### src/rtl/if_id_queue.sv
// if_id_queue: DEPTH-entry instruction queue that decouples fetch from decode.
// Fetch pushes with a valid/ready handshake and keeps running while decode
// stalls, until the queue is full. Flush drops everything that is queued or
// incoming. When the queue is empty, decode sees NOP_INST at address 0.
//
// Ports
//   clk          rising-edge clock
//   rst          asynchronous reset, active low
//   in_valid_i   fetch presents inst_i / inst_addr_i
//   in_ready_o   queue can accept an entry this cycle (decoded from registered count)
//   inst_i       fetched instruction
//   inst_addr_i  address of inst_i
//   flush_i      redirect: discard queued and incoming entries
//   stall_i      decode cannot consume this cycle
//   out_valid_o  head entry valid at decode
//   inst_o       head instruction, NOP_INST when !out_valid_o
//   inst_addr_o  head address, 0 when !out_valid_o
//   count_o      number of occupied entries
module if_id_queue #(
  parameter int unsigned        INST_W   = 32,
  parameter int unsigned        ADDR_W   = 32,
  parameter int unsigned        DEPTH    = 2,
  parameter logic [INST_W-1:0]  NOP_INST = INST_W'(32'h0000_0013)
) (
  input  logic                         clk,
  input  logic                         rst,
  input  logic                         in_valid_i,
  output logic                         in_ready_o,
  input  logic [INST_W-1:0]            inst_i,
  input  logic [ADDR_W-1:0]            inst_addr_i,
  input  logic                         flush_i,
  input  logic                         stall_i,
  output logic                         out_valid_o,
  output logic [INST_W-1:0]            inst_o,
  output logic [ADDR_W-1:0]            inst_addr_o,
  output logic [$clog2(DEPTH+1)-1:0]   count_o
);

  localparam int unsigned PTR_W = $clog2(DEPTH);
  localparam int unsigned CNT_W = $clog2(DEPTH+1);

  logic [INST_W-1:0] r_mem_inst [DEPTH];
  logic [ADDR_W-1:0] r_mem_addr [DEPTH];
  logic [PTR_W-1:0]  r_wr_ptr;
  logic [PTR_W-1:0]  r_rd_ptr;
  logic [CNT_W-1:0]  r_count;

  logic w_push;
  logic w_pop;

  // Status outputs depend only on the registered count, so neither stall_i
  // nor flush_i has a combinational path to in_ready_o.
  assign in_ready_o  = (r_count < CNT_W'(DEPTH));
  assign out_valid_o = (r_count != '0);
  assign count_o     = r_count;

  // Muxing on count keeps outputs X-free even though storage has no reset.
  assign inst_o      = out_valid_o ? r_mem_inst[r_rd_ptr] : NOP_INST;
  assign inst_addr_o = out_valid_o ? r_mem_addr[r_rd_ptr] : '0;

  // Full blocks a push even when a pop happens in the same cycle.
  assign w_push = in_valid_i & in_ready_o & ~flush_i;
  assign w_pop  = out_valid_o & ~stall_i & ~flush_i;

  // Storage write; contents are don't-care while the entry is not counted.
  always_ff @(posedge clk) begin
    if (w_push) begin
      r_mem_inst[r_wr_ptr] <= inst_i;
      r_mem_addr[r_wr_ptr] <= inst_addr_i;
    end
  end

  // Pointers and occupancy; DEPTH is a power of two so pointers wrap naturally.
  always_ff @(posedge clk or negedge rst) begin
    if (!rst) begin
      r_wr_ptr <= '0;
      r_rd_ptr <= '0;
      r_count  <= '0;
    end else if (flush_i) begin
      r_wr_ptr <= '0;
      r_rd_ptr <= '0;
      r_count  <= '0;
    end else begin
      if (w_push) r_wr_ptr <= r_wr_ptr + PTR_W'(1);
      if (w_pop)  r_rd_ptr <= r_rd_ptr + PTR_W'(1);
      case ({w_push, w_pop})
        2'b10:   r_count <= r_count + CNT_W'(1);
        2'b01:   r_count <= r_count - CNT_W'(1);
        default: r_count <= r_count;
      endcase
    end
  end

endmodule

### config.mk
export PLATFORM = sky130hd
export DESIGN_NAME = if_id_queue
export DESIGN_NICKNAME = d
export VERILOG_FILES = /design/src/rtl/if_id_queue.sv
export SDC_FILE = /design/constraint.sdc
export NUM_CORES = 1
export LEC_CHECK = 0
export BUFFER_PORTS_ARGS = -buffer_cell sky130_fd_sc_hd__buf_2
export CAP_MARGIN = 10
export CORE_UTILIZATION = 54
export CTS_BUF_LIST = sky130_fd_sc_hd__clkbuf_2 sky130_fd_sc_hd__clkbuf_4 sky130_fd_sc_hd__clkbuf_8
export CTS_CLUSTER_DIAMETER = 40
export DETAILED_ROUTE_END_ITERATION = 7
export GPL_TIMING_DRIVEN = 0
export PLACE_DENSITY = 0.83
export SYNTH_ARGS = -nofsm -noshare
export SYNTH_HDL_FRONTEND = slang
export SYNTH_SLANG_ARGS = --single-unit
### constraint.sdc
create_clock -name clk -period 7 [get_ports clk]
set_input_delay 1.05 -clock clk [delete_from_list [all_inputs] [get_ports clk]]
set_output_delay 1.05 -clock clk [all_outputs]
set_load 0.02 [all_outputs]
==> results.yml <==
status:
  status: "completed"
pwr:
  power_frac_clock_pct: 33.3
  power_density_nw_per_um2: 258
  switching_share_pct: 25.3
  seq_power_share_pct: 55.6
  leakage_uw: 0.00244
  ir_drop_uv: 220
  comb_power_share_pct: 11.0
  internal_power_uw: 1220
  p_sw_uw: 414
logic_synthesis:
  synth_compound_area_share_pct: 0.497
  synthMuxAreaShare_pct: 12.9
  syn_nets: 361
  netlist_area_sq_um: 5040
  synth_fa_ha_area_share_pct: 0
  synthesis.instances: 292
  synth_top_family_by_area: "multiplexers"
  seq_area_frac_synth_pct: 78.3
  synthSimpleGateAreaFrac_pct: 5.86
  ys_ff_latch: 132
  avgSynthCellArea_sq_um: 17.3
  synth-xor-area-share_pct: 0.348
  ys_warn_count: 0
  ys_types: 20
floorplan:
  die_y_um: 98.6
  pin_count: 137
  die_area_sq_um: 9720
  design.core.area_sq_um: 8890
  initial_core_util_pct: 56.7
  row_count: 34
  dieWidth_um: 98.6
timing:
  min_period_ps: 2910
  finalSetupViolations: 0
  fin_ws_ps: 4090
  hold_viol_final: 0
  clock_skew_ps: 15.7
  tightest_slew_ps: 971
  slew_headroom_pct: 34.9
  fmax_mhz: 344
  rsz0062_at_grt: "no"
  finalCritPeriodShare_pct: 41.6
  whs_ps: 427
  slew_viol_final: 0
final_layout:
  fillers: 579
  drive_gt1_share_pct: 41.5
  synthToLayoutAreaGrowth_pct: 25.7
  final_common_cell: "buf_2"
  most-common-layout-cells: "143 x buf_2, 128 x edfxtp_1, 64 x mux2i_1, 62 x nor2_1, 17 x clkbuf_8"
  num_antenna_cells: 0
  layout.nets: 526
cts:
  cts-buffers-inserted: 17
  post_cts_buffers: 0
  clockRootBuffer: "clkbuf_8"
  clk_path_buf_depth: 2
  insertion_delay_ps: 420
  htreeDepth: 4
  holdBufCountCts: 0
  clk_pin_slew_ps: 70
  post_cts_resized: 0
  cts_tree: "built"
  cts.sinks: 132
flow_run:
  drv_cap: 0
place:
  numPortBuffers: 136
  gp_congestion: 0.672
  dp_hpwl_um: 6160
  post-place-ws_ps: 4080
setup_path:
  crit_fanout: 10
  critPathLaunchType: "flip-flop"
  path_class: "flip-flop to output pin"
  reg2reg_slack_ps: 4770
  worstSetupEndpointType: "output pin"
  crit_path_end: "inst_o[31]"
  critPathArrivalTime_ps: 1860
  rr_startpoint: "count_o[1]"
  rr_worst_depth: 5
  cp-startpoint: "count_o[1]"
  required_ps: 5950
  r2r_end: "r_mem_addr[0][13]"
routing:
  wl_um: 8750
  routed_via_density: 5.03
  drc_errors: 0
  final_antenna_net_count: 0
  vias: 2910
  drt_iter0_drc: 96
  dr.pass1.iters: 4
  wl_per_cell_um: 15.1
global_routing:
  grt_max_degree: 17
  grt_overflow_total: 0
  grt_usage_pct: 19.3
  grt_pass1_wl_um: 13900
  antenna_found_initial: 0
  grt_pass1_vias: 2987
worst_hold_path:
  hold_path_class: "input pin to asynchronous set/reset pin"
[metrics by stage]
stage          total power (uW)  std cells  util [%]  instance area, sq um  TNS (ps)
6_report                   1640        578      71.3                  6340         0
5_1_grt                    1700        578      71.3                  6340         0
4_1_cts                    1650        578      71.3                  6340         0
3_5_place_dp               1110        546      67.4                  5990         0
3_3_place_gp               1100        536      65.9                  5860   -191850
2_1_floorplan              1040        292         -                  5040         0
[synth_stat cells]
library cell  number  area (sq um)
a21oi_1            3          15.0
mux2i_1           64           641
inv_1              2          7.51
dfrtp_1            4           100
or3_1              1          6.26
nand3_1            1          5.00
buf_2              7          35.0
buf_6              5          56.3
o21ai_0            2          10.0
nor2_1            62           233
mux2_1             1          11.3
buf_4              1          7.51
nor3b_1            1          7.51
xor2_1             1          8.76
nand2b_4           1          13.8
nand2_1            5          18.8
xnor2_1            1          8.76
nor2_2             1          6.26
nor3_1             1          5.00
edfxtp_1         128          3840
[kinds of logic (layout without fill, tap and decap cells)]
logic type      Yosys count  count (layout)
simple gates             73              73
buf+inv                  15             193
flops                   132             132
compound gates            5               5
mux                      65              65
xor+xnor                  2               2
[how the worst min path moves through the flow]
| stage | from | slack, ps | cells past startpoint | to |
|---|---|---|---|---|
| 2_1_floorplan | r_rd_ptr | 520 | 2 | r_rd_ptr |
| 3_3_place_gp | r_wr_ptr | 540 | 2 | r_wr_ptr |
| 3_5_place_dp | r_rd_ptr | 560 | 2 | r_rd_ptr |
| 4_1_cts | rst | 400 | 1 | count_o[1] |
| 5_1_grt | rst | 400 | 1 | count_o[1] |
| 6_report | rst | 430 | 1 | r_rd_ptr |
[area by class of cell]
cell class / count / area [sq um] / area share (%)
well taps: 108 / 135 / 2.13
clock buffers: 18 / 241 / 3.81
clock inverters: 14 / 105 / 1.66
multi-input cells: 145 / 1000 / 15.8
inverters: 2 / 7.51 / 0.118
plain buffers: 13 / 98.8 / 1.56
repair buffers: 146 / 805 / 12.7
flip-flops and latches: 132 / 3940 / 62.2
[metal layers]
metal  global-route usage (%)  vias up  part of all wire (%)
li1                         -     1423                     -
met3                     6.45        9                   6.3
met5                        0        -                     0
met2                     31.9       98                    51
met4                     9.64        0                  0.78
met1                     22.8     1380                    42
[power groups by stage]
stage | Clock (uW) | Sequential [uW] | Combinational (uW)
after CTS | 561 | 911 | 183
after global placement | 0 | 934 | 169
after global routing | 586 | 913 | 197
after detailed placement | 0 | 928 | 182
final | 546 | 911 | 181
after floorplan | 0 | 932 | 106
[state kept, by name (all words and copies together), names as in the netlist]
| signal | flops |
|---|---|
| r_rd_ptr | 1 |
| r_wr_ptr | 1 |
| r_mem_addr | 64 |
| r_mem_inst | 64 |
| count_o | 2 |
[worst max-delay path: stages, from the launching register on]
cell and delay [ps]:
dfrtp_1 440, nor2_2 430, buf_2 310, nor2_1 90, buf_2 160
Note: power is estimated with default switching activity, not from simulation.
